File: src/rtl/pipelined_add_sub_pkg.sv
// pipelined_add_sub_pkg: shared op encodings and flag bit positions for the add/sub pipeline
package pipelined_add_sub_pkg;

    typedef enum logic [1:0] {
        ALU_ADD = 2'b00,
        ALU_SUB = 2'b01,
        ALU_ADC = 2'b10,
        ALU_SBC = 2'b11
    } alu_op_e;

    localparam int FLAG_V = 0;
    localparam int FLAG_C = 1;
    localparam int FLAG_Z = 2;
    localparam int FLAG_N = 3;

endpackage

File: src/rtl/pipelined_add_sub_if.sv
// pipelined_add_sub_if: operand/result handshake bundle for the pipelined adder/subtractor
interface pipelined_add_sub_if #(parameter int WIDTH = 16);

    logic             in_valid;
    logic             in_ready;
    logic [WIDTH-1:0] a;
    logic [WIDTH-1:0] b;
    logic [1:0]       op;
    logic             cin;
    logic             out_valid;
    logic             out_ready;
    logic [WIDTH-1:0] sum;
    logic             carry;
    logic             overflow;
    logic             zero;
    logic             negative;

    modport master (
        output in_valid, a, b, op, cin, out_ready,
        input  in_ready, out_valid, sum, carry, overflow, zero, negative
    );

    modport slave (
        input  in_valid, a, b, op, cin, out_ready,
        output in_ready, out_valid, sum, carry, overflow, zero, negative
    );

endinterface

File: src/rtl/pipelined_add_sub_add_segment.sv
// add_segment: SEG-bit ripple adder slice exposing the carry into its top bit for overflow
module add_segment #(parameter int SEG = 4) (
    input  logic [SEG-1:0] a,
    input  logic [SEG-1:0] b,
    input  logic           cin,
    output logic [SEG-1:0] sum,
    output logic           cout,
    output logic           c_msb
);

    assign {cout, sum} = {1'b0, a} + {1'b0, b} + {{SEG{1'b0}}, cin};
    assign c_msb = sum[SEG-1] ^ a[SEG-1] ^ b[SEG-1];

endmodule

File: src/rtl/pipelined_add_sub.sv
// pipelined_add_sub: segmented-carry add/sub pipeline with N/Z/C/V flags and valid/ready stalling
module pipelined_add_sub #(
    parameter int WIDTH = 16,
    parameter int SEG   = 4
) (
    input logic              clk,
    input logic              rst_n,
    pipelined_add_sub_if.slave bus
);

    import pipelined_add_sub_pkg::*;

    localparam int STAGES = WIDTH / SEG;
    localparam int L      = STAGES - 1;

    logic             en, inv, c0;
    logic             s_v [STAGES];
    logic             s_c [STAGES];
    logic [WIDTH-1:0] s_a [STAGES];
    logic [WIDTH-1:0] s_b [STAGES];
    logic [WIDTH-1:0] s_ps[STAGES];
    logic [WIDTH-1:0] m_ps[STAGES];
    logic             r_v [STAGES];
    logic             r_c [STAGES];
    logic [WIDTH-1:0] r_a [STAGES];
    logic [WIDTH-1:0] r_b [STAGES];
    logic [WIDTH-1:0] r_ps[STAGES];
    logic [SEG-1:0]   seg_sum [STAGES];
    logic             seg_cout[STAGES];
    logic             seg_cmsb[STAGES];
    logic             out_valid, carry, overflow, zero, negative;
    logic [WIDTH-1:0] sum;

    assign en           = ~(out_valid & ~bus.out_ready);
    assign bus.in_ready = rst_n & en;
    assign inv          = (bus.op == ALU_SUB) || (bus.op == ALU_SBC);
    assign c0           = ((bus.op == ALU_ADC) || (bus.op == ALU_SBC)) ? bus.cin : inv;

    // Stage inputs: stage 0 sees the incoming beat, later stages their skew registers
    always_comb begin
        s_v[0]  = bus.in_valid;
        s_a[0]  = bus.a;
        s_b[0]  = inv ? ~bus.b : bus.b;
        s_c[0]  = c0;
        s_ps[0] = '0;
        for (int k = 1; k < STAGES; k++) begin
            s_v[k]  = r_v[k];
            s_a[k]  = r_a[k];
            s_b[k]  = r_b[k];
            s_c[k]  = r_c[k];
            s_ps[k] = r_ps[k];
        end
    end

    for (genvar i = 0; i < STAGES; i++) begin : g_seg
        add_segment #(.SEG(SEG)) u_seg (
            .a     (s_a[i][i*SEG +: SEG]),
            .b     (s_b[i][i*SEG +: SEG]),
            .cin   (s_c[i]),
            .sum   (seg_sum[i]),
            .cout  (seg_cout[i]),
            .c_msb (seg_cmsb[i])
        );
    end

    // Splice each stage's freshly resolved segment into the partial sum it carries
    always_comb begin
        for (int k = 0; k < STAGES; k++) begin
            m_ps[k]                = s_ps[k];
            m_ps[k][k*SEG +: SEG]  = seg_sum[k];
        end
    end

    // Skew registers advance together, bubbles included, unless the output is stalled
    always_ff @(posedge clk or negedge rst_n) begin
        if (!rst_n) begin
            for (int k = 0; k < STAGES; k++) begin
                r_v[k]  <= 1'b0;
                r_c[k]  <= 1'b0;
                r_a[k]  <= '0;
                r_b[k]  <= '0;
                r_ps[k] <= '0;
            end
        end else if (en) begin
            for (int k = 1; k < STAGES; k++) begin
                r_v[k]  <= s_v[k-1];
                r_c[k]  <= seg_cout[k-1];
                r_a[k]  <= s_a[k-1];
                r_b[k]  <= s_b[k-1];
                r_ps[k] <= m_ps[k-1];
            end
        end
    end

    // Final stage registers the assembled sum and flags, touching data only for valid beats
    always_ff @(posedge clk or negedge rst_n) begin
        if (!rst_n) begin
            out_valid <= 1'b0;
            sum       <= '0;
            carry     <= 1'b0;
            overflow  <= 1'b0;
            zero      <= 1'b0;
            negative  <= 1'b0;
        end else if (en) begin
            out_valid <= s_v[L];
            if (s_v[L]) begin
                sum      <= m_ps[L];
                carry    <= seg_cout[L];
                overflow <= seg_cout[L] ^ seg_cmsb[L];
                zero     <= m_ps[L] == '0;
                negative <= m_ps[L][WIDTH-1];
            end
        end
    end

    assign bus.out_valid = out_valid;
    assign bus.sum       = sum;
    assign bus.carry     = carry;
    assign bus.overflow  = overflow;
    assign bus.zero      = zero;
    assign bus.negative  = negative;

endmodule

File: src/flat_wrapper.sv
// flat-port wrapper written by rule: the top's interface ports become plain ports
module pipelined_add_sub_flat import pipelined_add_sub_pkg::*;
#(
    parameter int WIDTH = 16,
    parameter int SEG   = 4
)
  (clk, rst_n, bus_in_valid, bus_a, bus_b, bus_op, bus_cin, bus_out_ready, bus_in_ready, bus_out_valid, bus_sum, bus_carry, bus_overflow, bus_zero, bus_negative);
  pipelined_add_sub_if #(.WIDTH(WIDTH)) bus_i ();
  input logic clk;
  input logic rst_n;
  input wire logic [$bits(bus_i.in_valid)-1:0] bus_in_valid;
  input wire logic [$bits(bus_i.a)-1:0] bus_a;
  input wire logic [$bits(bus_i.b)-1:0] bus_b;
  input wire logic [$bits(bus_i.op)-1:0] bus_op;
  input wire logic [$bits(bus_i.cin)-1:0] bus_cin;
  input wire logic [$bits(bus_i.out_ready)-1:0] bus_out_ready;
  output wire logic [$bits(bus_i.in_ready)-1:0] bus_in_ready;
  output wire logic [$bits(bus_i.out_valid)-1:0] bus_out_valid;
  output wire logic [$bits(bus_i.sum)-1:0] bus_sum;
  output wire logic [$bits(bus_i.carry)-1:0] bus_carry;
  output wire logic [$bits(bus_i.overflow)-1:0] bus_overflow;
  output wire logic [$bits(bus_i.zero)-1:0] bus_zero;
  output wire logic [$bits(bus_i.negative)-1:0] bus_negative;
  assign bus_i.in_valid = bus_in_valid;
  assign bus_i.a = bus_a;
  assign bus_i.b = bus_b;
  assign bus_i.op = bus_op;
  assign bus_i.cin = bus_cin;
  assign bus_i.out_ready = bus_out_ready;
  assign bus_in_ready = bus_i.in_ready;
  assign bus_out_valid = bus_i.out_valid;
  assign bus_sum = bus_i.sum;
  assign bus_carry = bus_i.carry;
  assign bus_overflow = bus_i.overflow;
  assign bus_zero = bus_i.zero;
  assign bus_negative = bus_i.negative;
  pipelined_add_sub #(.WIDTH(WIDTH), .SEG(SEG)) u_core (.clk(clk), .rst_n(rst_n), .bus(bus_i));
endmodule
File: config.mk
export PLATFORM = sky130hd
export DESIGN_NAME = pipelined_add_sub_flat
export DESIGN_NICKNAME = d
export VERILOG_FILES = /design/src/rtl/pipelined_add_sub_pkg.sv /design/src/rtl/pipelined_add_sub_if.sv /design/src/rtl/pipelined_add_sub_add_segment.sv /design/src/rtl/pipelined_add_sub.sv /design/src/flat_wrapper.sv
export SDC_FILE = /design/constraint.sdc
export NUM_CORES = 1
export LEC_CHECK = 0
export CORE_AREA = 8 8 97 99
export CTS_BUF_LIST = sky130_fd_sc_hd__clkbuf_2
export DETAILED_ROUTE_END_ITERATION = 6
export DIE_AREA = 0 0 105 107
export GPL_ROUTABILITY_DRIVEN = 1
export PLACE_DENSITY = 0.84
export SLEW_MARGIN = 20
export SYNTH_ARGS = -nofsm -noshare
export SYNTH_HDL_FRONTEND = slang
export SYNTH_HIERARCHICAL = 1
export SYNTH_SLANG_ARGS = --single-unit
File: constraint.sdc
create_clock -name clk -period 3.6 [get_ports clk]
set_input_delay 0.72 -clock clk [delete_from_list [all_inputs] [get_ports clk]]
set_output_delay 0.72 -clock clk [all_outputs]
set_load 0.05 [all_outputs]
After elaboration in Yosys (flattened, before gate mapping) --
Index checks and enable logic that the tools add are counted.
Storage, ports and cells: flip-flop bits (word level) 147, input bits 39, output and inout bits 22, logic and storage cells 46
Cells by class: add/subtract/negate cells 8, equal/unequal tests 3, mux-type cells 2, bitwise logic cells 8, reduce and logical (&&, ||, !) cells 4
Operators with widths (count):
- $add A4 B4 Y5 | 4
- $add A5 B1 Y5 | 4
- $logic_not A16 Y1 | 1
- $mux W16 | 1
- $not A16 Y16 | 1
- $eq A2 B2 Y1 const B | 2
- $xor A1 B1 Y1 | 3
- $and A1 B1 Y1 | 2
- $eq A2 B1 Y1 const B | 1
- $logic_or A1 B1 Y1 | 2
- $not A1 Y1 | 2
- $reduce_and A2 Y1 | 1
- $mux W1 | 1

Logic depth before layout (Yosys ltp) --
Gate-level depths: netlist (run 1).
depth after elaboration 5, depth in mapped cells 10, depth with buffers taken out 8

Modules after synthesis --
Netlist (run 1), hierarchy kept.
Modules (own cells, without submodules):
- pipelined_add_sub | times used 1, cells each 253, area each 3887.5 um^2, sequential area each 2452.4 um^2
- add_segment | times used 4, cells each 19, area each 177.7 um^2, sequential area each 0.0 um^2

Least setup slack after synthesis (run 1) --
No wires, ideal clock.
kind reg2out, start register u_core.out_valid, in the netlist u_core/bus.out_valid, end output port bus_in_ready, arrival time 1882 ps, required time 2880 ps, path slack 998 ps, cell stages (with the launch flop) 6, buffers on the path 3, path through dfrtp_1 -> nor2b_4 -> buf_6 -> buf_2 -> buf_2 -> nor2b_1
Between the ends: cells in the longest elaborated chain, start to end 3
RTL lines:
- from (decl) | RTL line pipelined_add_sub.sv:31 | logic out_valid, carry, overflow, zero, negative;
- from (signal assigned) | RTL line pipelined_add_sub.sv:105 | out_valid <= s_v[L];
- $and A1 B1 Y1 | RTL line pipelined_add_sub.sv:34 | assign en = ~(out_valid & ~bus.out_ready);
- $not A1 Y1 | RTL line pipelined_add_sub.sv:34
- $and A1 B1 Y1 | RTL line pipelined_add_sub.sv:35 | assign bus.in_ready = rst_n & en;
- to (decl) | RTL line flat_wrapper.sv:17 | output wire logic [$bits(bus_i.in_ready)-1:0] bus_in_ready;
Every way passes these cells.

Worst setup path after layout (run 1) --
start register u_core.sum[13], in the netlist u_core/bus.sum[13], end output port bus_sum[13]
RTL lines:
- from (decl) | RTL line pipelined_add_sub.sv:32 | logic [WIDTH-1:0] sum;
- from (signal assigned) | RTL line pipelined_add_sub.sv:107 | sum <= m_ps[L];
- to (decl) | RTL line flat_wrapper.sv:19 | output wire logic [$bits(bus_i.sum)-1:0] bus_sum;
No word-level cell between the ends.

==> impl_metrics.toml, run 1 <==
[critical_path]
cp_slowest_cell = "clkdlybuf4s50_1"
critPathKind = "reg -> out"
cp_cell_sequence = "clkdlybuf4s50_1"
r2r_end = "u_core/bus.zero"
r2r_slack_ns = 1.63
r2r_cells = 7
slowest_delay_ns = 0.81
cp_data_arrival_time_ns = 1.78
startpoint_type = "flop"
critical_path_required_ns = 2.88
critPathMaxFanout = 2
critPathCaptureType = "output port"
cp_top_family = "buffers and inverters"
critPathBufInv = 1
rr_startpoint = "u_core/r_a[12]"

[sta]
setup_tns_ns = 0
setup_violations = 0
hold_viol_final = 0
finalMaxSlewViolations = 0
tightest_slew_ns = 0.694
fin_worst_skew_ns = 0.0276
rsz0062_at_grt = "no"
fin_crit_sh = 0.695
min_period_ns = 2.50
setup_ws_ns = 1.10
max_freq_mhz = 399
slew-limit-headroom = 0.537

[detailed_routing]
wirelength_mm = 7.08
drc = 0
avgViaCountPerCell = 5.07
drt_iter0_drc = 62
vias = 2475
drtAntennaViolNets = 0
drtPass1Iterations = 4
wl_per_cell_microns = 14.5

[clock_network]
postCtsSetupBuffers = 0
cts_tree = "yes"
holdBufCountCts = 0
cts.sinks = 98
htreeDepth = 3
cts_root_buf = "clkbuf_2"
worstSkewPairLatency_ns = 0.54
post_cts_resize_count = 0
clk_pin_slew_ns = 0.29
numCtsBuffers = 9
cts_buffer_depth = 2

[floorplanning]
ios = 61
design.core.area_sq_um = 7930
die_w_microns = 105
die_h_microns = 107
rows = 33
dieArea_sq_um = 11200
start_util = 0.570

[power]
power_frac_comb = 0.502
power.switching_mw = 1.87
vdd_drop_max_mv = 0.351
powerDensity_nw_per_um2 = 907
p_seq_frac = 0.397
switching_share = 0.391
clock_power_share = 0.101
intPower_mw = 2.91
leakage_nw = 2.28

[synthesis]
syn-num-nets = 379
syn_inst = 320
syn_area_sq_um = 4520
synth_warnings = 6
syn_area_per_cell_sq_um = 14.1

[layout]
fin_nets = 437
num_antenna_cells = 0
drive_gt1_frac = 0.292
synthToLayoutAreaGrowth_pct = 16.7

[placement]
port_buffers = 60
post-place-ws_ns = 0.706
dp_hpwl_mm = 5.34
gp_congestion = 0.720

[grt]
overflow = 0
grt.total_usage = 0.138
antenna_found_initial = 0
grt_start_max_net_pins = 89
grt_pass1_vias = 2679
grt_pass1_wl_mm = 12.6

[outcome]
outcome = "complete, no violations"

[job]
drv_cap = 0

[min_path]
worstHoldPathType = "in -> async"
power groups by stage:
stage / Sequential, mW / Combinational (mW) / Clock, mW
after floorplan: 2.22 / 1.54 / 0
after global placement: 1.91 / 2.35 / 0
after detailed placement: 1.94 / 2.43 / 0
after CTS: 1.91 / 2.44 / 0.499
after global routing: 1.98 / 2.61 / 0.543
final: 1.90 / 2.40 / 0.482
worst max path at each step:
stage	from	end	depth (start not counted)
after floorplan	u_core/bus.out_valid	bus_in_ready	5
after global routing	u_core/bus.sum[8]	bus_sum[8]	1
after global placement	bus_op[0]	u_core/m_ps[34]	7
after CTS	u_core/bus.sum[11]	bus_sum[11]	1
final	u_core/bus.sum[13]	bus_sum[13]	1
after detailed placement	bus_op[0]	u_core/m_ps[35]	8
area by class of cell:
class                      count  area [sq um]
tap                          105           131
timing repair buffer          63           631
multi-input combinational    189          1890
inverter                      17          63.8
clock inverter                 7          58.8
clock buffer                   9          45.0
fill                         614          2650
sequential                    98          2450
cell usage in the layout, fill, tap and decap left out, types with 4 or more instances in the layout:
cell             count
clkbuf_2             9
clkdlybuf4s50_1     58
dfrtp_1             98
nor4_1               4
nor2b_1              5
a21o_1               4
o21ai_0             20
inv_1               17
inv_6                4
nand2b_1             4
buf_4                4
xor2_1               4
mux2_2              76
a21oi_4              4
nand2_1             12
mux2_4               8
xnor2_1             24
fa_1                 8
ha_1                12
sequential cells by signal, indices dropped and copies added (netlist names):
register / cells
u_core/bus.zero: 1
u_core/r_b: 24
u_core/bus.out_valid: 1
u_core/r_c: 3
u_core/r_a: 24
u_core/bus.carry: 1
u_core/r_v: 3
u_core/bus.sum: 15
u_core/m_ps: 24
u_core/bus.negative: 1
u_core/bus.overflow: 1
routing by layer:
layer / global-route usage / share of wire
met5: 0 / 0
met3: 0.0438 / 0.049
met4: 0.0642 / 0.022
met1: 0.174 / 0.46
met2: 0.213 / 0.47
stage by stage:
step / instances / total power, mW / utilization / hold WS, ns / cell area (sq um)
2_1_floorplan: 320 / 3.77 / - / 0.424 / 4520
4_1_cts: 488 / 4.84 / 0.665 / 0.0433 / 5280
6_report: 488 / 4.78 / 0.665 / 0.0954 / 5280
3_3_place_gp: 472 / 4.26 / 0.652 / 0.461 / 5170
3_5_place_dp: 472 / 4.37 / 0.652 / 0.469 / 5170
5_1_grt: 488 / 5.13 / 0.665 / 0.0407 / 5280
Note: power is estimated with default switching activity, not from simulation.
==> run 2, diff against run 1 <==
Settings changed: CORE_AREA 8 8 97 99 to 8 8 99 101, DIE_AREA 0 0 105 107 to 0 0 107 109, PLACE_DENSITY 0.84 to 0.81.
Clock period 3.6 ns to 2.5 ns, I/O delays scaled along.
==> run 2 against run 1 <==
  * Final area up 2.0%
  * Final cell count up 1.6%
  * Global-route usage decreased by 0.52 points
  * Flip-flop and latch count is the same
  * Highest routed layer unchanged
==> impl_metrics.toml, run 2 (synthesized netlist as in run 1, its figures left out) <==
[outcome]
outcome = "complete, no violations"

[critical_path]
critical_path_required_ns = 2.00
cp_cell_sequence = "clkdlybuf4s50_1"
cp_slowest_cell = "clkdlybuf4s50_1"
slowest_delay_ns = 0.81
cp_data_arrival_time_ns = 1.76
startpoint_type = "flop"
critPathKind = "reg -> out"
crit_cells = 1
cp_top_family = "buffers and inverters"
rr_startpoint = "u_core/r_a[12]"
critPathMaxFanout = 2
r2r_cells = 7
r2r_slack_ns = 0.51
critPathBufInv = 1
critPathCaptureType = "output port"
cp-endpoint = "bus_sum[8]"
crit_start = "u_core/bus.sum[8]"
r2r_end = "u_core/bus.zero"

[grt]
grt_pass1_vias = 2642
grt_start_max_net_pins = 99
antenna_found_initial = 1
overflow = 0
grt.total_usage = 0.133
grt_pass1_wl_mm = 12.3

[clock_network]
clk_pin_slew_ns = 0.24
numCtsBuffers = 9
cts_tree = "yes"
htreeDepth = 3
cts.sinks = 98
cts_buffer_depth = 2
worstSkewPairLatency_ns = 0.53
cts_root_buf = "clkbuf_2"
post_cts_resize_count = 0

[floorplanning]
design.core.area_sq_um = 8380
rows = 34
ios = 61
dieArea_sq_um = 11700
die_w_microns = 107
start_util = 0.539
die_h_microns = 109

[sta]
finalMaxSlewViolations = 0
setup_tns_ns = 0
setup_violations = 0
rsz0062_at_grt = "no"
fin_crit_sh = 0.905
tightest_slew_ns = 0.507
hold_viol_final = 0
setup_ws_ns = 0.236
slew-limit-headroom = 0.662
min_period_ns = 2.26
max_freq_mhz = 442
fin_worst_skew_ns = 0.0203

[layout]
finish.instance_area_sq_um = 5380
drive_gt1_frac = 0.297
mostFrequentLayoutCells = "dfrtp_1, mux2_2, clkdlybuf4s50_1"
instances_no_fill = 496
nFillCells = 643
layout_commonest_cell = "dfrtp_1"
fin_nets = 441
fin_util = 0.642
synthToLayoutAreaGrowth_pct = 19.1

[detailed_routing]
wl_per_cell_microns = 14.5
vias = 2485
drtPass1Iterations = 4
wirelength_mm = 7.18
drt_iter0_drc = 92
drc = 0
drtAntennaViolNets = 0
avgViaCountPerCell = 5.01

[job]
drv_cap = 0

[power]
leakage_nw = 2.32
vdd_drop_max_mv = 0.523
powerDensity_nw_per_um2 = 1310

[placement]
place_area_sq_um = 5220
post-place-ws_ns = -0.236
placed_cells = 478
gp_congestion = 0.723
dp_hpwl_mm = 5.30
port_buffers = 60

[min_path]
worstHoldPathType = "reg -> reg"
run 2: power by group:
| part | total (mW) | switching [mW] | internal [mW] | leakage (nW) |
|---|---|---|---|---|
| clock | 0.859 | 0.521 | 0.338 | 0.0763 |
| sequential | 2.74 | 0.441 | 2.30 | 1.16 |
| combinational | 3.47 | 1.71 | 1.77 | 1.09 |
| total | 7.07 | 2.67 | 4.40 | 2.32 |
run 2: cell type report:
cell class / instances / area, sq um / share of cell area
flip-flops and latches: 98 / 2450 / 0.456
multi-input cells: 189 / 1890 / 0.352
repair buffers: 67 / 688 / 0.128
well taps: 108 / 135 / 0.0251
clock inverters: 7 / 103 / 0.0191
inverters: 17 / 63.8 / 0.0119
clock buffers: 9 / 45.0 / 0.00837
diodes: 1 / 2.50 / 0.000465
run 2: routing by layer:
layer  global-route usage  up-vias  share of wire  wire [microns]
met3               0.0325       11          0.049             353
li1                     -     1216              -               -
met1                0.171     1207           0.47            3360
met5                    0        -              0               0
met2                0.205       51           0.46            3320
met4               0.0693        0          0.020             145
run 2: repair_timing:
| action | CTS | global route |
|---|---|---|
| endpoints found under the setup margin | 0 | 0 |
| hold buffers | 1 | 0 |
| hold endpoints to repair | 48 | 0 |
| buffers inserted | 0 | 0 |
run 2: how the worst min path moves through the flow:
stage                    from          endpoint  slack (ns)  depth (start not counted)
6_report       u_core/r_b[46]    u_core/r_b[46]        0.52                          2
3_3_place_gp   u_core/r_b[44]    u_core/r_b[44]        0.46                          2
2_1_floorplan           rst_n  u_core/bus.carry        0.20                          0
4_1_cts             bus_a[13]    u_core/r_a[45]        0.51                          2
5_1_grt             bus_a[13]    u_core/r_a[45]        0.50                          2
3_5_place_dp   u_core/r_b[42]    u_core/r_b[42]        0.48                          2
run 2: stage by stage:
step                power [mW]  hold slack, ns
floorplan                 5.42           0.204
global placement          6.14           0.459
detailed placement        6.29           0.476
CTS                       7.15           0.506
global route              7.55           0.501
finish                    7.07           0.520
==> run 3, diff against run 2 <==
Settings changed: CTS_CLUSTER_DIAMETER set to 100.
==> results of run 3 <==
No change in the layout: final DEF, timing and power equal those of run 2.
==> patch 1, RTL diff (config.mk and constraints of run 2) <==
`SEG` is set to 4 in 3 places; all go to 8.
--- a/src/rtl/pipelined_add_sub_add_segment.sv
+++ b/src/rtl/pipelined_add_sub_add_segment.sv
@@ -1,5 +1,5 @@
 // add_segment: SEG-bit ripple adder slice exposing the carry into its top bit for overflow
-module add_segment #(parameter int SEG = 4) (
+module add_segment #(parameter int SEG = 8) (
     input  logic [SEG-1:0] a,
     input  logic [SEG-1:0] b,
     input  logic           cin,
--- a/src/rtl/pipelined_add_sub.sv
+++ b/src/rtl/pipelined_add_sub.sv
@@ -1,7 +1,7 @@
 // pipelined_add_sub: segmented-carry add/sub pipeline with N/Z/C/V flags and valid/ready stalling
 module pipelined_add_sub #(
     parameter int WIDTH = 16,
-    parameter int SEG   = 4
+    parameter int SEG   = 8
 ) (
     input logic              clk,
     input logic              rst_n,
--- a/src/flat_wrapper.sv
+++ b/src/flat_wrapper.sv
@@ -2,7 +2,7 @@
 module pipelined_add_sub_flat import pipelined_add_sub_pkg::*;
 #(
     parameter int WIDTH = 16,
-    parameter int SEG   = 4
+    parameter int SEG   = 8
 )
   (clk, rst_n, bus_in_valid, bus_a, bus_b, bus_op, bus_cin, bus_out_ready, bus_in_ready, bus_out_valid, bus_sum, bus_carry, bus_overflow, bus_zero, bus_negative);
   pipelined_add_sub_if #(.WIDTH(WIDTH)) bus_i ();
Behaviour: not the same (a bounded check fails within 4 cycles, from zero or initial values and one cycle with rst_n low).
==> patch 1 against run 2 <==
- sequential cell count fell by 52
- cell count fell by 16%
- critical path depth rose by 7
- total power fell by 51%
- sequential power fell by 58%
- highest routed layer is now met5
- first-iteration DRC count fell by 43%
- cell area fell by 31%
- area after synthesis fell by 40%
- setup slack got worse by 220 ps
- wire length fell by 17%
==> patch 1: results <==
[layout]
fin_cells = 415
diodes = 0
fin_nets = 363
drive_gt1_frac = 0.300

[critical_path]
worstPathMaxFanout = 4
critPathCapture = u_core/bus.overflow
crit_path_top_delay_cell = dfrtp_1
crit_path_max_incr_delay_ps = 450
critical-path-top-delay-family = adder cells
regToRegStartpoint = u_core/r_b[8]
rrSetupSlack_ps = 20
critPathArrivalTime_ps = 2790

[pwr]
p_sw_frac = 0.433
p_leak_nw = 1.57
pg_comb_mw = 2.04
vdd_drop_max_mv = 0.265

[clock_tree]
worstSkewPairLatency_ps = 410
ctsHtreeMaxLevel = 2

[route]
drtIter0Drc = 52
wire_per_inst_um = 14.3
num_vias = 1943

[sta]
clock_skew_ps = 22.4
finalWorstSetupSlack_ps = 21.2
holdWs_ps = 212

[place]
hpwl_mm = 4.84
placed_cell_area_sq_mm = 0.00356
dp_slack_ps = -753
place.gp.congestion = 0.789

[global_routing]
grt_max_degree = 47
grt_pass1_wl_mm = 10.0
track_usage = 0.106
grt_pass1_vias = 2136

[min_path]
hold_class = in -> async

[run_status]
status = finished, final reports clean

[yosys]
syn_nets = 278
patch 1: cell count changes in the layout (fill, tap and decap cells not counted), sizes merged, moves of 6 or more:
cell and change:
buf +20, nor2 +12, mux2 -47, inv -11, nand2 -9, o21ai -10
nor2b -6, xor2 +8, dfrtp -52, nor3 +6, a21oi +12, xnor2 -10
patch 1: what timing repair did:
action / 4_1_cts / 5_1_grt
resized for setup: 6 / 10
pin swaps: 10 / 6
setup endpoints to repair: 9 / 6
setup buffers: 3 / 2
patch 1: cell type report:
class / count / area, sq um
Clock buffer: 5 / 25.0
Inverter: 7 / 26.3
Tap cell: 108 / 135
Timing Repair Buffer: 86 / 801
Fill cell: 751 / 4690
Clock inverter: 3 / 16.3
Sequential cell: 46 / 1150
Multi-Input combinational cell: 160 / 1540
patch 1: per-layer routing:
layer	global-route usage	routed length, um	vias up	part of all wire
met1	0.119	2450	925	0.41
met3	0.0319	359	12	0.060
met2	0.184	2990	37	0.50
met5	0	13	-	0.0022
li1	-	-	967	-
met4	0.0462	128	2	0.022
==> patch 2, RTL diff (settings of run 2) <==
Made on the original files. Make the reset (`rst_n`) synchronous in 2 clocked blocks.
--- a/src/rtl/pipelined_add_sub.sv
+++ b/src/rtl/pipelined_add_sub.sv
@@ -72,7 +72,7 @@
     end
 
     // Skew registers advance together, bubbles included, unless the output is stalled
-    always_ff @(posedge clk or negedge rst_n) begin
+    always_ff @(posedge clk) begin
         if (!rst_n) begin
             for (int k = 0; k < STAGES; k++) begin
                 r_v[k]  <= 1'b0;
@@ -93,7 +93,7 @@
     end
 
     // Final stage registers the assembled sum and flags, touching data only for valid beats
-    always_ff @(posedge clk or negedge rst_n) begin
+    always_ff @(posedge clk) begin
         if (!rst_n) begin
             out_valid <= 1'b0;
             sum       <= '0;
Function: differs if rst_n is asserted again (counterexample within 10 cycles, from zero or initial values and one cycle with rst_n low); with rst_n held inactive, the same outputs for 10 cycles.
==> patch 2 against run 2 <==
- setup slack worse by 45 ps
- area after synthesis about the same
- critical endpoint is now bus_out_valid
- wire length grew 2.2%
- sequential cell count is the same
- synthesized cell count grew 12%
- core utilization fell by 0.33 points
- cell area down 0.51%
Power is not compared: it rests on default switching activity, and its combinational part moved more than twofold at a synthesized area within 25%.
==> patch 2: results <==
[sta]
drv_slew = 0
tightest_slew_ps = 506
clock_skew_ps = 17.8

[layout]
fin_nets = 471
drive_gt1_frac = 0.0865
diodes = 0
top_regs = u_core/r_a: 24 flops, u_core/r_b: 24 flops, u_core/r_ps: 24 flops
n_fill_cell = 608

[critical_path]
crit_path_max_incr_delay_ps = 830
worstPathMaxFanout = 3
crit_path_top_delay_cell = clkdlybuf4s50_1
critPathArrivalTime_ps = 1810
critical-path-top-delay-family = buffers and inverters

[place]
place.gp.congestion = 0.778
io_buffer_count = 60
dp_slack_ps = -189
hpwl_mm = 5.10

[clock_tree]
ctsHtreeMaxLevel = 3
post_cts_buffers = 0
cts_root_buffer = clkbuf_2
cts_buffers = 9
worstSkewPairLatency_ps = 530
cts_resized = 0
clk_path_buf_depth = 2
clk_pin_slew_ps = 230

[route]
first_pass_iters = 4
wire_per_inst_um = 14.0
num_vias = 2745
drtIter0Drc = 237

[global_routing]
grt_pass1_vias = 2787
antenna_found_initial = 0
track_usage = 0.135
grt_pass1_wl_mm = 12.6
grt_max_degree = 79

[pwr]
p_leak_nw = 2.31
p_sw_frac = 0.222
vdd_drop_max_mv = 0.346

[yosys]
yosys_warnings = 6
syn_nets = 416

[min_path]
hold_class = reg -> reg

[run_status]
status = finished, final reports clean
patch 2: cell type report:
| type | instances | area share |
|---|---|---|
| clock buffer | 9 | 0.00841 |
| clock inverter | 6 | 0.0199 |
| inverter | 19 | 0.0133 |
| multi-input combinational | 214 | 0.292 |
| sequential | 98 | 0.512 |
| tap | 108 | 0.0252 |
| timing repair buffer | 70 | 0.129 |
patch 2: final timing paths:
path,cells after the start,slack [ps],end,startpoint
setup / recovery,1,190,bus_out_valid,u_core/bus.out_valid
hold / removal,2,500,u_core/bus.sum[5],u_core/bus.sum[5]
setup reg to reg,7,500,u_core/bus.zero,u_core/r_a[0][44]
hold reg to reg,2,500,u_core/bus.sum[5],u_core/bus.sum[5]
patch 2: routing by layer:
metal / track usage / wire, um
met1: 0.160 / 3210
met2: 0.224 / 3630
met3: 0.0508 / 465
met4: 0.0452 / 38
met5: 0 / 0
patch 2: stage by stage:
step | area (sq um) | util | hold WS, ps | cells
final | 5360 | 0.639 | 496 | 524
after global routing | 5360 | 0.639 | 492 | 524
after CTS | 5360 | 0.639 | 482 | 524
after detailed placement | 5200 | 0.621 | 471 | 509
after global placement | 5200 | 0.621 | 466 | 509
after floorplan | 4520 | - | 527 | 357
patch 2: power by group through the flow:
stage | combinational (mW) | sequential (mW) | clock, mW
floorplan | 0.262 | 1.96 | 0
global placement | 0.396 | 1.95 | 0
detailed placement | 0.412 | 1.96 | 0
CTS | 0.414 | 1.92 | 0.923
global route | 0.457 | 1.94 | 0.995
finish | 0.410 | 1.92 | 0.900
